<file path="src/rtl/rob_pkg.sv">
// Reorder-buffer sizing shared by the back end; the writeback path derives
// its tag and data widths from here.
package rob_pkg;
    localparam int WORD_SIZE     = 32;
    localparam int NUM_PHYS_REGS = 64;
    localparam int ROB_ENTRIES   = 32;
endpackage

</file>
<file path="src/rtl/reg_pkg.sv">
// Register-file write-port type plus the writeback buffer entry carried from
// functional units to the register file.
package reg_pkg;
    localparam int WORD_SIZE     = rob_pkg::WORD_SIZE;
    localparam int PREG_W        = $clog2(rob_pkg::NUM_PHYS_REGS);
    localparam int ROB_ID_W      = $clog2(rob_pkg::ROB_ENTRIES);
    localparam int WB_FIFO_DEPTH = 2;

    typedef struct packed {
        logic                 we;
        logic [PREG_W-1:0]    addr;
        logic [WORD_SIZE-1:0] data;
    } RegFileWritePort;

    typedef struct packed {
        logic [PREG_W-1:0]    preg;
        logic [WORD_SIZE-1:0] data;
        logic [ROB_ID_W-1:0]  rob_id;
    } WbEntry;
endpackage

</file>
<file path="src/rtl/wb_skid_fifo.sv">
// Two-entry FIFO holding one functional unit's pending writeback results.
// Callers only push when not full and only pop when not empty.
module wb_skid_fifo
    import reg_pkg::*;
(
    input  logic   clk,
    input  logic   rst,
    input  logic   push,
    input  WbEntry push_entry,
    input  logic   pop,
    output logic   full,
    output logic   empty,
    output WbEntry head
);
    logic [1:0] count_q, count_d;
    logic       wr_ptr_q, wr_ptr_d;
    logic       rd_ptr_q, rd_ptr_d;
    WbEntry     mem_q [WB_FIFO_DEPTH];
    WbEntry     mem_d [WB_FIFO_DEPTH];

    always_comb begin
        mem_d    = mem_q;
        wr_ptr_d = wr_ptr_q;
        rd_ptr_d = rd_ptr_q;
        count_d  = count_q;
        if (push) begin
            mem_d[wr_ptr_q] = push_entry;
            wr_ptr_d        = ~wr_ptr_q;
        end
        if (pop) begin
            rd_ptr_d = ~rd_ptr_q;
        end
        case ({push, pop})
            2'b10:   count_d = count_q + 2'd1;
            2'b01:   count_d = count_q - 2'd1;
            default: count_d = count_q;
        endcase
    end

    assign full  = (count_q == 2'(WB_FIFO_DEPTH));
    assign empty = (count_q == 2'd0);
    assign head  = mem_q[rd_ptr_q];

    always_ff @(posedge clk) begin
        if (rst) begin
            count_q  <= 2'd0;
            wr_ptr_q <= 1'b0;
            rd_ptr_q <= 1'b0;
        end else begin
            count_q  <= count_d;
            wr_ptr_q <= wr_ptr_d;
            rd_ptr_q <= rd_ptr_d;
        end
    end

    // Storage needs no reset: an empty FIFO never exposes its contents.
    always_ff @(posedge clk) begin
        mem_q <= mem_d;
    end
endmodule

</file>
<file path="src/rtl/wb_arbiter.sv">
// Writeback arbiter: buffers functional-unit results and grants up to
// NUM_WRITE_PORTS of them per cycle round-robin onto registered RF ports.
module wb_arbiter
    import reg_pkg::*;
#(
    parameter  int NUM_FU          = 4,
    parameter  int NUM_WRITE_PORTS = 2,
    localparam int FU_W            = (NUM_FU > 1) ? $clog2(NUM_FU) : 1
) (
    input  logic                                     clk,
    input  logic                                     rst,
    input  logic            [NUM_FU-1:0]             fu_valid,
    output logic            [NUM_FU-1:0]             fu_ready,
    input  logic            [NUM_FU-1:0][PREG_W-1:0] fu_preg,
    input  logic            [NUM_FU-1:0][WORD_SIZE-1:0] fu_data,
    input  logic            [NUM_FU-1:0][ROB_ID_W-1:0]  fu_rob_id,
    output RegFileWritePort [NUM_WRITE_PORTS-1:0]    write_ports,
    output logic            [NUM_WRITE_PORTS-1:0]    cmpl_valid,
    output logic            [NUM_WRITE_PORTS-1:0][ROB_ID_W-1:0] cmpl_rob_id,
    output logic            [FU_W-1:0]               dbg_rr_ptr
);
    localparam int CNT_W = $clog2(NUM_WRITE_PORTS + 1);

    logic [NUM_FU-1:0] fifo_full, fifo_empty, grant;
    WbEntry            fifo_head [NUM_FU];

    logic [FU_W-1:0]   rr_ptr_q, rr_ptr_d;
    RegFileWritePort [NUM_WRITE_PORTS-1:0] wp_q, wp_d;
    logic [NUM_WRITE_PORTS-1:0]            cmpl_valid_q, cmpl_valid_d;
    logic [NUM_WRITE_PORTS-1:0][ROB_ID_W-1:0] cmpl_rob_id_q, cmpl_rob_id_d;

    // Handshake: a result transfers on a cycle where fu_valid && fu_ready;
    // fu_ready depends only on the registered occupancy, and a source seeing
    // valid without ready must hold its result unchanged until it transfers.
    for (genvar i = 0; i < NUM_FU; i++) begin : g_fifo
        wb_skid_fifo u_fifo (
            .clk        (clk),
            .rst        (rst),
            .push       (fu_valid[i] && !fifo_full[i]),
            .push_entry ('{preg: fu_preg[i], data: fu_data[i], rob_id: fu_rob_id[i]}),
            .pop        (grant[i]),
            .full       (fifo_full[i]),
            .empty      (fifo_empty[i]),
            .head       (fifo_head[i])
        );
        assign fu_ready[i] = !fifo_full[i];
    end

    always_comb begin
        logic [CNT_W-1:0] n;
        logic [FU_W-1:0]  idx;
        logic [FU_W-1:0]  last;
        grant         = '0;
        wp_d          = '0;
        cmpl_valid_d  = '0;
        cmpl_rob_id_d = '0;
        n             = '0;
        idx           = '0;
        last          = rr_ptr_q;
        for (int k = 0; k < NUM_FU; k++) begin
            idx = FU_W'((int'(rr_ptr_q) + k) % NUM_FU);
            if (!fifo_empty[idx] && (int'(n) < NUM_WRITE_PORTS)) begin
                grant[idx] = 1'b1;
                last       = idx;
                for (int p = 0; p < NUM_WRITE_PORTS; p++) begin
                    if (n == CNT_W'(p)) begin
                        wp_d[p]          = '{we: 1'b1, addr: fifo_head[idx].preg,
                                             data: fifo_head[idx].data};
                        cmpl_valid_d[p]  = 1'b1;
                        cmpl_rob_id_d[p] = fifo_head[idx].rob_id;
                    end
                end
                n = n + CNT_W'(1);
            end
        end
        rr_ptr_d = (|grant) ? FU_W'((int'(last) + 1) % NUM_FU) : rr_ptr_q;
    end

    always_ff @(posedge clk) begin
        if (rst) begin
            rr_ptr_q      <= '0;
            wp_q          <= '0;
            cmpl_valid_q  <= '0;
            cmpl_rob_id_q <= '0;
        end else begin
            rr_ptr_q      <= rr_ptr_d;
            wp_q          <= wp_d;
            cmpl_valid_q  <= cmpl_valid_d;
            cmpl_rob_id_q <= cmpl_rob_id_d;
        end
    end

    assign write_ports = wp_q;
    assign cmpl_valid  = cmpl_valid_q;
    assign cmpl_rob_id = cmpl_rob_id_q;
    assign dbg_rr_ptr  = rr_ptr_q;
endmodule

</file>
<file path="config.mk">
export PLATFORM = sky130hd
export DESIGN_NAME = wb_arbiter
export DESIGN_NICKNAME = d
export VERILOG_FILES = /design/src/rtl/rob_pkg.sv /design/src/rtl/reg_pkg.sv /design/src/rtl/wb_skid_fifo.sv /design/src/rtl/wb_arbiter.sv
export SDC_FILE = /design/constraint.sdc
export NUM_CORES = 1
export LEC_CHECK = 0
export BUFFER_PORTS_ARGS = -buffer_cell sky130_fd_sc_hd__buf_2
export CORE_AREA = 4 4 254 182
export DETAILED_ROUTE_END_ITERATION = 8
export DIE_AREA = 0 0 258 186
export PLACE_DENSITY = 0.73
export REMOVE_ABC_BUFFERS = 1
export SKIP_LAST_GASP = 1
export SLEW_MARGIN = 0
export SYNTH_ARGS = -nofsm -noshare
export SYNTH_HDL_FRONTEND = slang
export SYNTH_SLANG_ARGS = --single-unit
</file>
<file path="constraint.sdc">
create_clock -name clk -period 4.7 [get_ports clk]
set_input_delay 0.47 -clock clk [delete_from_list [all_inputs] [get_ports clk]]
set_output_delay 0.47 -clock clk [all_outputs]
set_load 0.02 [all_outputs]
</file>
* Word-level counts from Yosys, hierarchy flattened *
Cells that the tools add are included.

word-level totals
  register bits after elaboration = 452
  output and inout port bits = 96
  logic and storage cells = 255
  bits of input ports = 178

cells by class
  mux-type cells = 96
  bitwise logic cells = 23
  reduce and logical (&&, ||, !) cells = 34
  $lt $le $gt $ge = 27
  equality and inequality tests = 15
  $add $sub $neg = 14

operators by type and width
  cell                                                 number
  2-to-1 mux 43 bit                                    24
  binary-select mux 43 bit (select 2 bit)              4
  bitwise mux 86 bit                                   4
  2-to-1 mux 39 bit                                    7
  2-to-1 mux 78 bit                                    3
  demux 43 bit (select 1 bit)                          4
  2-to-1 mux 5 bit                                     7
  2-to-1 mux 10 bit                                    3
  adder 2 x 1 -> 2 bit, second input constant          8
  equality test 2 bit, second input constant           8
  >= comparator 2 bit, second input constant           8
  2-to-1 mux 1 bit                                     16
  2-to-1 mux 2 bit                                     8
  2-to-1 mux 4 bit                                     4
  inverter 1 -> 2 bit                                  8
  one-hot mux 2 bit (2 select lines)                   4
  logical AND 1 bit                                    15
  equality test 2 x 1 -> 1 bit, second input constant  7
  zero test 2 bit                                      7
  >= comparator 3 bit, second input constant           4
  < comparator 2 x 3 -> 1 bit, second input constant   4
  inverter 2 -> 3 bit                                  4
  OR 4 bit                                             3
  binary-select mux 1 bit (select 2 bit)               4
  10 further kinds                                     41

* Depth between registers and ports, before layout *
  depth after elaboration = 15
  gate-level depth with buffers = 20
  mapped depth without buffers = 14

* Modules after synthesis *
From an unflattened synthesis, not the netlist that was laid out.

unflattened totals
  cells, all modules = 1632
  area total of the unflattened synthesis = 21840.9 um^2

by module, submodules not included
  module        cells each  seq. area each (um^2)  area an instance (um^2)  times used
  wb_skid_fifo  154         2662.6                 3273.1                   4
  wb_arbiter    1016        1801.7                 8748.4                   1

* Worst setup path before layout *
OpenSTA, ideal clock, no wires.

  path type = register -> register
  start = reg rr_ptr_q[0], in the netlist dbg_rr_ptr[0]
  end = reg g_fifo[0].u_fifo.count_q[1]
  cell stages (with the launch flop) = 19
  arrival time = 4.535 ns
  data required time = 4.629 ns
  library setup time = 0.071 ns
  slack = 0.094 ns
  period minus slack after synthesis = 4.606 ns
  buffers on the path = 6
  cell sequence = dfxtp_1 -> clkinv_1 -> clkbuf_1 -> buf_1 -> ha_1 -> clkbuf_1 -> nor4_1 -> or4_1 -> clkbuf_1 -> inv_2 -> ha_1 -> buf_2 -> nor2b_1 -> buf_6 -> a221o_1 -> a21o_1 -> ha_1 -> or3_1 -> a21oi_1

on the way
  word-level cells in the longest chain between the ends = 14
  elaborated cells between the ends (all ways) = 56
  those cells by class = add/sub (5); order compare (11); eq/ne (2); mux (24); bitwise (3); reduce/logical (11)

RTL lines
  what                                                                                   line                                text
  start: declaration                                                                     wb_arbiter.sv:27                    logic [FU_W-1:0] rr_ptr_q, rr_ptr_d;
  start signal: assignment                                                               wb_arbiter.sv:86                    rr_ptr_q <= rr_ptr_d;
  adder 2 x 1 -> 2 bit / binary-select mux 1 bit (select 2 bit) (equally long branches)  wb_arbiter.sv:61, wb_arbiter.sv:62
  binary-select mux 1 bit (select 2 bit) / 2-to-1 mux 1 bit (equally long branches)      wb_arbiter.sv:62                    if (!fifo_empty[idx] && (int'(n) < NUM_WRITE_PORTS)) begin
  2-to-1 mux 1 bit (not written as such)                                                 wb_arbiter.sv:62
  zero test 1 bit / < comparator 2 bit (equally long branches)                           wb_arbiter.sv:62
  logical AND 1 bit                                                                      wb_arbiter.sv:62
  2-to-1 mux 2 bit                                                                       wb_arbiter.sv:62
  < comparator 2 bit                                                                     wb_arbiter.sv:62
  logical AND 1 bit                                                                      wb_arbiter.sv:62
  2-to-1 mux 2 bit                                                                       wb_arbiter.sv:62
  < comparator 2 bit                                                                     wb_arbiter.sv:62
  logical AND 1 bit                                                                      wb_arbiter.sv:62
  2-to-1 mux 4 bit (*)                                                                   wb_arbiter.sv:62
  net g_fifo[0].u_fifo.pop                                                               wb_skid_fifo.sv:10                  input logic pop,
  equality test 2 x 1 -> 1 bit / equality test 2 bit (equally long branches)             wb_skid_fifo.sv:33                  case ({push, pop})
  one-hot mux 2 bit (2 select lines) / nonzero test 2 bit (equally long branches)        --
  end signal: assignment                                                                 wb_skid_fifo.sv:50                  count_q <= count_d;
  end: declaration                                                                       wb_skid_fifo.sv:15                  logic [1:0] count_q, count_d;

Mark *: on every way through the listed nets, which the timed path passes. The rest lies on a longest branch. The select of a mux whose other input is x is not followed.
A chain may end at the register's enable or synchronous reset.

* Worst setup path in the final report *
  start = reg rr_ptr_q[0], in the netlist dbg_rr_ptr[0]
  end = reg wp_q, in the netlist write_ports[21]

on the way
  word-level cells in the longest chain between the ends = 12
  elaborated cells between the ends (all ways) = 51
  those cells by class = add/sub (5); order compare (3); mux (30); bitwise (4); reduce/logical (9)

RTL lines
  what                                                                                   line                                text
  adder 2 x 1 -> 2 bit / binary-select mux 1 bit (select 2 bit) (equally long branches)  wb_arbiter.sv:61, wb_arbiter.sv:62
  binary-select mux 1 bit (select 2 bit) / 2-to-1 mux 1 bit (equally long branches)      wb_arbiter.sv:62
  2-to-1 mux 1 bit (not written as such)                                                 wb_arbiter.sv:62
  zero test 1 bit / < comparator 2 bit (equally long branches)                           wb_arbiter.sv:62
  logical AND 1 bit                                                                      wb_arbiter.sv:62
  2-to-1 mux 2 bit                                                                       wb_arbiter.sv:62
  < comparator 2 bit                                                                     wb_arbiter.sv:62
  logical AND 1 bit                                                                      wb_arbiter.sv:62
  2-to-1 mux 2 bit                                                                       wb_arbiter.sv:62
  < comparator 2 bit / zero test 2 bit (equally long branches)                           wb_arbiter.sv:62, wb_arbiter.sv:66
  logical AND 1 bit / 2-to-1 mux 39 bit (equally long branches)                          wb_arbiter.sv:62, wb_arbiter.sv:66
  2-to-1 mux 78 bit (*)                                                                  wb_arbiter.sv:62
  end signal: assignment                                                                 wb_arbiter.sv:87                    wp_q <= wp_d;
  end: declaration                                                                       wb_arbiter.sv:28                    RegFileWritePort [NUM_WRITE_PORTS-1:0] wp_q, wp_d;

Every way passes the cells marked *; elsewhere a longest branch is shown, timed or not. The select of a mux whose other input is x is not followed.

==> results.toml <==
[yosys]
synth_seq_area_share_pct = 57.5
synth_most_common_cell = "nor2_1"
synth_edf_count = 344
synth_top_family_by_area = "compound AO/OA/AOI/OAI gates"
synth_seq_cells = 450
ys.flop_type = "edfxtp_1"
syn_avg_cell_area_um2 = 11.5
netlist_area_um2 = 21600
synthArstFlopShare_pct = 0
synthTopCellsByArea = "edfxtp_1, dfxtp_1, nor2_1"
synthAdderAreaFrac_pct = 0.752
synthSimpleGateAreaFrac_pct = 12.8
synth_compound_area_share_pct = 13.7
muxShareOfSynthArea_pct = 11.0
synthCells = 1880
synthXorXnorAreaFrac_pct = 0.688
synthTopCellsByCount = "nor2_1, edfxtp_1, nor3_1"
synth_area_leader_cell = "edfxtp_1"
synth_cell_types = 60
yosys.area.top_type_share_pct = 47.7
ys_warn_count = 0

[clock_tree]
clockBufferDepth = 3
postCtsSetupBuffers = 0
numCtsBuffers = 45
cts_tree = "done"
ctsHoldBuffers = 0
cts_num_sinks = 450
htree_levels = 2
clkLatencyLatePin_ns = 0.56
cts_resized = 0
path_clk_slew_ns = 0.07
cts_root_buffer = "clkbuf_16"

[route]
firstDrtPassIters = 6
vias = 16600
routed_wl_um = 64100
antenna_left = 0
drt_iter0_drc = 1737
avgRoutedWirePerCell_um = 23.8
drc = 0
viasPerCell = 6.17

[run_status]
outcome = "completed"

[setup_path]
cp-start-kind = "flop"
crit_buf_inv = 3
timing.rr.start = "dbg_rr_ptr[0]"
cp_common_cell = "buf_4"
crit_path_start = "dbg_rr_ptr[0]"
cpLargestDelayFamily = "buffers and inverters"
cp_max_fo = 99
slowest_stage = "buf_4"
crit_chain = "inv_6 > buf_4 > mux4_2 > ha_1 > and3b_4 > buf_4 > a221oi_1 > o221a_1 > nor3_1"
cp.arrival_ns = 4.88
end_kind = "flop"
crit_required_ns = 5.16
crit_type = "flop to flop"
ff2ff_setup_slack_ns = 0.28
slowest_delay_ns = 0.72

[sta]
period_needed_ns = 4.42
fin_ws_ns = 0.276
grt_setup_unrepaired = "false"
fin_skew_ns = 0.0239
worst_slew_pin_slew_ns = 1.14
finalSetupViolations = 0
fin_crit_sh_pct = 94.1
max_freq_mhz = 226
tns_ns = 0
timing_hold_violations_final = 0
slew_violations = 0
slew_headroom_pct = 24.0

[floorplanning]
die_y_um = 186
die_area_um2 = 48000
ios = 274
initial_core_util_pct = 49.8
die_w_um = 258
num_rows = 64
placeableCoreArea_um2 = 43500

[grt]
grt_pass1_vias = 16100
grt_antenna_before_repair = 6
grt_use_total_pct = 25.6
grt_pass1_wl_um = 95000
overflow = 0
grt_max_degree = 100

[place]
place_ws_ns = 0.494
dpl.hpwl_um = 38300
gp_congestion = 0.881
io_buffers = 273
dp.cells = 2607

[pwr]
pwr-share-comb_pct = 56.7
p_leak_nw = 9.27
powerDensity_nw_per_um2 = 869
total_power_mw = 21.6
p_int_mw = 12.2
clkPwrFrac_pct = 17.0
vdd.ir_drop.worst_mv = 1.02
sw_frac_of_total_pct = 43.8
pwr-share-seq_pct = 26.4
p_switching_mw = 9.48

[cells_and_area]
syn2layout_area_growth_pct = 15.0
seq_area_um2 = 12500
nFillCells = 3578
multiInputGateArea_um2 = 8530
nNetsFinal = 2251
final_layout_size_suffix_gt1_share_pct = 28.3
layout.cells.non_filler = 2692

[worst_hold_path]
hold_path_class = "input pin to flop"
min_from = "fu_rob_id[3]"

[run]
max_cap_viol_count = 0
-- final timing paths --
kind	endpoint	cells past startpoint
min	g_fifo[0].u_fifo.mem_q[3]	1
max	write_ports[21]	9
max reg2reg	write_ports[21]	9
min reg2reg	g_fifo[1].u_fifo.count_q[1]	2
-- layer usage --
metal	wire length [um]	track usage (%)	share of wire (%)	vias up
met5	13	0	0.020	-
met4	1730	8.59	2.7	2
met3	5820	4.09	9.1	144
met2	29300	41.0	46	948
met1	27300	36.1	43	8040
li1	-	-	-	7475
-- area by class of cell --
cell class                 instances  share of cell area (%)
antenna                            5                  0.0503
clock buffer                      51                    4.82
clock inverter                    29                    1.21
inverter                           7                   0.146
multi-input combinational       1259                    34.3
sequential                       450                    50.1
tap                              594                    2.99
timing repair buffer             297                    6.38
-- flip-flops by register name (all words and copies together), names as in the netlist --
register                count
cmpl_rob_id                10
cmpl_valid                  1
g_fifo.u_fifo.mem_q       344
dbg_rr_ptr                  2
g_fifo.u_fifo.wr_ptr_q      4
write_ports                77
g_fifo.u_fifo.rd_ptr_q      4
g_fifo.u_fifo.count_q       8
-- power by group through the flow --
| stage | combinational [mW] | clock (mW) | sequential [mW] |
|---|---|---|---|
| after floorplan | 7.82 | 0 | 5.98 |
| after global placement | 11.6 | 0 | 5.77 |
| after detailed placement | 12.0 | 0 | 5.78 |
| after CTS | 12.1 | 3.74 | 5.70 |
| after global routing | 13.2 | 3.90 | 5.76 |
| final | 12.3 | 3.68 | 5.70 |
-- cells in the final DEF, fill, tap and decap left out, drive strengths merged, types with 3 or more instances in the layout --
cell type	n
a211oi	3
a21o	48
a21oi	137
a221oi	86
and3	4
buf	297
bufinv	5
clkbuf	51
clkinv	15
clkinvlp	7
dfxtp	106
diode	5
edfxtp	344
ha	13
inv	9
mux2	130
mux2i	87
nand2	7
nand2b	5
nand3	3
nor2	414
nor3	175
nor4	3
o21ai	8
o221a	86
or2	4
or3	5
xnor2	9
xor2	8
-- logic make-up (layout without fill, tap and decap cells) --
| family | after synthesis | count (layout) |
|---|---|---|
| compound gates | 381 | 381 |
| flops | 450 | 450 |
| buf+inv | 171 | 384 |
| xor+xnor | 17 | 17 |
| other cells | 0 | 5 |
| fa+ha+maj | 13 | 13 |
| mux | 219 | 219 |
| simple gates | 629 | 629 |
-- through the flow --
step / hold slack [ns] / util (%) / area, um2
3_3_place_gp: 0.543 / 53.8 / 23400
4_1_cts: 0.0756 / 57.2 / 24900
5_1_grt: 0.0766 / 57.2 / 24900
6_report: 0.103 / 57.2 / 24900
2_1_floorplan: 0.486 / - / 20900
3_5_place_dp: 0.571 / 53.8 / 23400
No activity file was read; power rests on OpenSTA's default activity.
